--- src/rtl/load_store_unit.sv ---
// Load/store unit: single-outstanding access FSM with sub-word extract and read-modify-write.
// Optional misalignment trapping is enabled by defining MISALIGN_CHECK_EN.
module load_store_unit (
    input  logic        clk,
    input  logic        rst_n,
    input  logic        req_valid,
    output logic        req_ready,
    input  logic        req_we,
    input  logic [1:0]  req_size,
    input  logic        req_unsigned,
    input  logic [31:0] req_addr,
    input  logic [31:0] req_wdata,
    output logic        resp_valid,
    output logic [31:0] resp_rdata,
    output logic        resp_err,
    output logic        mem_rd_en,
    output logic        mem_wr_en,
    output logic [31:0] mem_addr,
    output logic [31:0] mem_wr_data,
    input  logic [31:0] mem_rdata
);

    typedef enum logic [1:0] {IDLE, READ, WRITE, RESP} state_t;

    state_t      state;
    state_t      state_nxt;
    logic        we_q;
    logic        uns_q;
    logic [1:0]  size_q;
    logic [31:0] addr_q;
    logic [31:0] word_q;
    logic [31:0] rdata_q;
    logic        err_q;
    logic        mis;
    logic        accept;

    function automatic logic [31:0] extract(
        input logic [31:0] w,
        input logic [1:0]  a,
        input logic [1:0]  sz,
        input logic        u
    );
        logic [7:0]  b;
        logic [15:0] h;
        b = w[{a, 3'b000} +: 8];
        h = a[1] ? w[31:16] : w[15:0];
        case (sz)
            2'b00:   extract = {{24{~u & b[7]}}, b};
            2'b01:   extract = {{16{~u & h[15]}}, h};
            default: extract = w;
        endcase
    endfunction

    // Only the addressed lane takes store data; the rest keep the memory word.
    function automatic logic [31:0] merge(
        input logic [31:0] w,
        input logic [1:0]  a,
        input logic [1:0]  sz,
        input logic [31:0] d
    );
        logic [31:0] r;
        r = w;
        case (sz)
            2'b00:   r[{a, 3'b000} +: 8] = d[7:0];
            2'b01:   r[{a[1], 4'b0000} +: 16] = d[15:0];
            default: r = d;
        endcase
        return r;
    endfunction

`ifdef MISALIGN_CHECK_EN
    assign mis = ((req_size == 2'b01) & req_addr[0]) |
                 (req_size[1] & (|req_addr[1:0]));
`else
    assign mis = 1'b0;
`endif

    assign accept = req_valid & (state == IDLE);

    always_ff @(posedge clk or negedge rst_n) begin
        if (!rst_n) begin
            state <= IDLE;
        end else begin
            state <= state_nxt;
        end
    end

    always_comb begin
        state_nxt  = state;
        req_ready  = 1'b0;
        mem_rd_en  = 1'b0;
        mem_wr_en  = 1'b0;
        resp_valid = 1'b0;
        case (state)
            IDLE: begin
                req_ready = 1'b1;
                if (req_valid) begin
                    if (mis)
                        state_nxt = RESP;
                    else if (req_we && req_size[1])
                        state_nxt = WRITE;
                    else
                        state_nxt = READ;
                end
            end
            READ: begin
                mem_rd_en = 1'b1;
                state_nxt = we_q ? WRITE : RESP;
            end
            WRITE: begin
                mem_wr_en = 1'b1;
                state_nxt = RESP;
            end
            RESP: begin
                resp_valid = 1'b1;
                state_nxt  = IDLE;
            end
            default: state_nxt = IDLE;
        endcase
    end

    // word_q holds the store data, then the merged word for sub-word stores.
    always_ff @(posedge clk or negedge rst_n) begin
        if (!rst_n) begin
            we_q    <= 1'b0;
            uns_q   <= 1'b0;
            size_q  <= 2'b00;
            addr_q  <= '0;
            word_q  <= '0;
            rdata_q <= '0;
            err_q   <= 1'b0;
        end else if (accept) begin
            we_q    <= req_we;
            uns_q   <= req_unsigned;
            size_q  <= req_size;
            addr_q  <= req_addr;
            word_q  <= req_wdata;
            rdata_q <= '0;
            err_q   <= mis;
        end else if (state == READ) begin
            if (we_q)
                word_q <= merge(mem_rdata, addr_q[1:0], size_q, word_q);
            else
                rdata_q <= extract(mem_rdata, addr_q[1:0], size_q, uns_q);
        end
    end

    assign mem_addr    = {2'b00, addr_q[31:2]};
    assign mem_wr_data = word_q;
    assign resp_rdata  = rdata_q;
    assign resp_err    = err_q;

endmodule

--- config.mk ---
export PLATFORM = sky130hd
export DESIGN_NAME = load_store_unit
export DESIGN_NICKNAME = d
export VERILOG_FILES = /design/src/rtl/load_store_unit.sv
export SDC_FILE = /design/constraint.sdc
export NUM_CORES = 1
export LEC_CHECK = 0
export ABC_AREA = 1
export CAP_MARGIN = 0
export CORE_MARGIN = 2
export CORE_UTILIZATION = 48
export CTS_BUF_LIST = sky130_fd_sc_hd__clkbuf_2
export CTS_CLUSTER_DIAMETER = 120
export DETAILED_ROUTE_END_ITERATION = 12
export MAX_ROUTING_LAYER = met4
export PLACE_DENSITY = 0.83
export SLEW_MARGIN = 20
export SYNTH_ARGS = -nofsm -noshare
export SYNTH_HDL_FRONTEND = slang
export SYNTH_SLANG_ARGS = --single-unit
export TNS_END_PERCENT = 1
--- constraint.sdc ---
create_clock -name clk -period 2.85 [get_ports clk]
set_input_delay 0.57 -clock clk [delete_from_list [all_inputs] [get_ports clk]]
set_output_delay 0.57 -clock clk [all_outputs]
set_load 0.01 [all_outputs]
==> PnR_summary.wiki, run 1 <==
{| class="wikitable"
! Metric !! Value
|-
| Highest-delay cell along the critical path || clkdlybuf4s50_1
|-
| Clock-pin slew on the worst setup and hold paths || 280 ps
|-
| Slew headroom || 0.6065
|-
| Fin Clk Skew || 29.72 ps
|-
| Hold Violations, Final || 0
|-
| Count of nets after finishing || 1148
|-
| Clock latency on the worst-skew pair || 630 ps
|-
| Worst-case register-to-register setup slack || 510 ps
|-
| Number of flops mapped to enable cells by yosys || 0
|-
| Fill cell count || 1173
|-
| Wire length after detailed routing || approximately 19 mm
|-
| Die Footprint || 13640 um2
|-
| Pwr per Cell Area || slightly above 1000 nW/um2
|-
| Leakage || 4.042 nW
|-
| Antenna Cells || 0
|-
| Proportion of netlist area held by the largest area contributor || 0.4179
|-
| RSZ-0062 raised after global routing || false
|-
| Depth of the CTS H-tree || 3
|-
| Pin count of the biggest net entering global routing || 61
|-
| CP Capture Type || output pin
|-
| Data required time at the worst endpoint || about 2300 ps
|-
| Ratio of cells with drive above 1 in the final layout || 0.05096
|-
| Antenna violations before repair || 0
|-
| Number of cell rows || 41
|-
| Number of iterations in the first detailed-routing pass || 6
|-
| Number of vias after detailed routing || about 6200
|-
| Final sum of negative setup slack || 0 ps
|-
| Average wire length per cell after detail routing || ~16 um
|-
| Post-route antenna net violation count || 0
|-
| Result of the run || finished clean
|-
| Synth top area cells || dfrtp_1 (42%), nand2_1 (25%), nand3_1 (4.3%)
|-
| Cell-by-cell trace of the critical path || inv_1, ha_1, clkdlybuf4s50_1
|-
| Clock buffer count from CTS || 9
|-
| Portion of the post-synthesis area used by sequential elements || 0.4179
|-
| Minimum clock period after layout || 2588 ps
|-
| CTS tree || built
|-
| Register Area || 2552 um2
|-
| Chip Height || 116.8 um
|-
| First-iteration detailed-routing DRC count || 485
|-
| Wire length of the first global-routing pass || 29.31 mm
|-
| GPL Wtd Cong || 0.9592
|-
| Number of distinct standard cells referenced by the synthesized netlist || 33
|-
| PnR Total Power || 8.428 mW
|-
| Most used DFF post-synth || dfrtp_1
|-
| Count leader, synth || nand2_1
|-
| Transition time at the pin with the least slew margin || 590.3 ps
|-
| Highest clock frequency the design can meet || between 300 and 400 MHz
|-
| Nature of the critical path startpoint || flop
|-
| Count of input and output buffers || 200
|-
| YS warnings || 0
|-
| Routed via count divided by cell count || between 5 and 6
|-
| Commonest cells in the netlist || nand2_1 (403), dfrtp_1 (102), nor2_1 (67)
|-
| Number of max-slew violations in the final report || 0
|-
| Fraction of the cycle the final worst path needs || 0.9082
|-
| Quantity of gates resized following cts || 0
|-
| Clock sink total || 102
|-
| Final HPWL DP || 14.11 mm
|-
| P&R area growth vs syn || 33.31%
|-
| Maximum fanout encountered on the critical timing path || 4
|-
| Min-Delay Path Class || input pin to asynchronous set/reset pin
|-
| Count of state elements after synthesis || 102
|-
| Final number of setup-violating endpoints || 0
|-
| Max-Cap Viols || 0
|-
| Synthesized area || 6107 um2
|-
| GRT Util Overall || 0.2904
|-
| Worst vdd ir || 498.2 uV
|-
| Bufs and invs on worst path || 2
|-
| Arrival time worst endpoint || 2020 ps
|-
| Remaining Overflow, GRT || 0
|-
| Worst Setup Path Type || flop to output pin
|-
| CTS Buffer Depth || 2
|-
| Floorplan core area || about 13000 um2
|-
| DRC viols || 0
|-
| Post-synthesis cell count || just under 900
|-
| CTS root buffer || clkbuf_2
|-
| Die Wd || 116.8 um
|-
| Area of the multi-input gates || between 2000 and 3000 um2
|-
| Number of global-route vias before repair || about 6000
|-
| Kind of cell adding the most delay to the critical path || buffers and inverters
|-
| Initial core utilization || 0.4879
|-
| Yosys top cell by area || dfrtp_1
|-
| CTS Hold Buffers Added || 1
|-
| Average instance area after synthesis || ~6.9 um2
|-
| Maximum cell stage delay along the critical path || 560 ps
|-
| Number of ports placed on the die boundary || 204
|-
| Async S/R FF share, synth || 1.000
|-
| Post-CTS setup buffer count || 0
|}
-- flip-flops by register name (all words and copies together), names as in the netlist --
signal and flops:
resp_rdata 32, uns_q 1, state 2, size_q 2
addr_q 32, we_q 1, mem_wr_data 32
-- report_power, final --
part	switching [mW]	total (mW)	internal (mW)
clock network	0.519	0.812	0.293
registers	0.429	2.50	2.07
logic	2.93	5.12	2.19
-- layer usage --
layer / vias up / track usage / share of wire
li1: 3019 / - / -
met1: 2822 / 0.3787 / 0.44
met2: 307 / 0.4435 / 0.45
met3: 39 / 0.05201 / 0.083
met4: 0 / 0.1325 / 0.031
met5: - / - / 0
-- stage by stage --
stage               std cells  setup WS (ps)    util  hold WS, ps  area [um2]
floorplan                 882          778.6       -        274.4        6115
global placement         1195          391.6  0.6388        462.6        7996
detailed placement       1195          314.2  0.6388        464.1        7996
CTS                      1212          228.8  0.6504        385.6        8142
global route             1212          111.6  0.6504        386.1        8142
finish                   1212          261.7  0.6504        431.0        8142
-- cells by family after synthesis --
logic type      after synthesis  synth area share
simple gates                541            0.3553
flops                       102            0.4179
other cells                   1         0.0006140
fa+ha+maj                    10           0.02049
buf+inv                     119            0.1053
mux                           3          0.004917
compound gates              104           0.09547
-- cell type report --
cell class | instances | share of cell area
Timing Repair Buffer | 215 | 0.2628
Tap cell | 172 | 0.02643
Inverter | 46 | 0.02182
Clock buffer | 10 | 0.006147
Clock inverter | 6 | 0.01045
Sequential cell | 102 | 0.3135
Multi-Input combinational cell | 661 | 0.3588
-- final timing paths --
path,cells after the start,from,end
worst max-delay path,3,state[1],mem_rd_en
worst min-delay path,2,rst_n,resp_rdata[0]
worst max register to register,7,state[1],mem_wr_data[27]
worst min register to register,2,mem_wr_data[25],mem_wr_data[25]
max in group asynchronous,3,rst_n,addr_q[18]
min in group clk,3,req_addr[25],addr_q[25]
-- cell usage in the layout (no fill, tap or decap), types with 3 or more instances in the layout --
cell             count
ha_1                10
conb_1               3
o21ai_0             33
clkbuf_2            10
clkdlybuf4s50_1    199
o21ai_1              3
mux2i_1              3
buf_4               13
or2_2                7
a21oi_1             50
clkinv_1             3
o21a_1               7
nor2_1              66
o211ai_1             7
dfrtp_1            102
nand2_2              3
nand3_1             53
nand2_1            403
inv_1               41
inv_2                3
Power figures use the tool's default switching activity.
==> run 2: changes to the inputs <==
--- a/config.mk
+++ b/config.mk
@@ -10,7 +10,7 @@
 export CORE_MARGIN = 2
 export CORE_UTILIZATION = 48
 export CTS_BUF_LIST = sky130_fd_sc_hd__clkbuf_2
-export CTS_CLUSTER_DIAMETER = 120
+export CTS_CLUSTER_DIAMETER = 80
 export DETAILED_ROUTE_END_ITERATION = 12
 export MAX_ROUTING_LAYER = met4
 export PLACE_DENSITY = 0.83
==> results of run 2 <==
Same layout as run 1: the final DEF is identical, and so are final timing and power.
==> run 3: changes to the inputs <==
--- a/config.mk
+++ b/config.mk
@@ -6,7 +6,7 @@
 export NUM_CORES = 1
 export LEC_CHECK = 0
 export ABC_AREA = 1
-export CAP_MARGIN = 0
+export CAP_MARGIN = 10
 export CORE_MARGIN = 2
 export CORE_UTILIZATION = 48
 export CTS_BUF_LIST = sky130_fd_sc_hd__clkbuf_2
==> results of run 3 <==
Same layout as run 1: the final DEF is identical, and so are final timing and power.
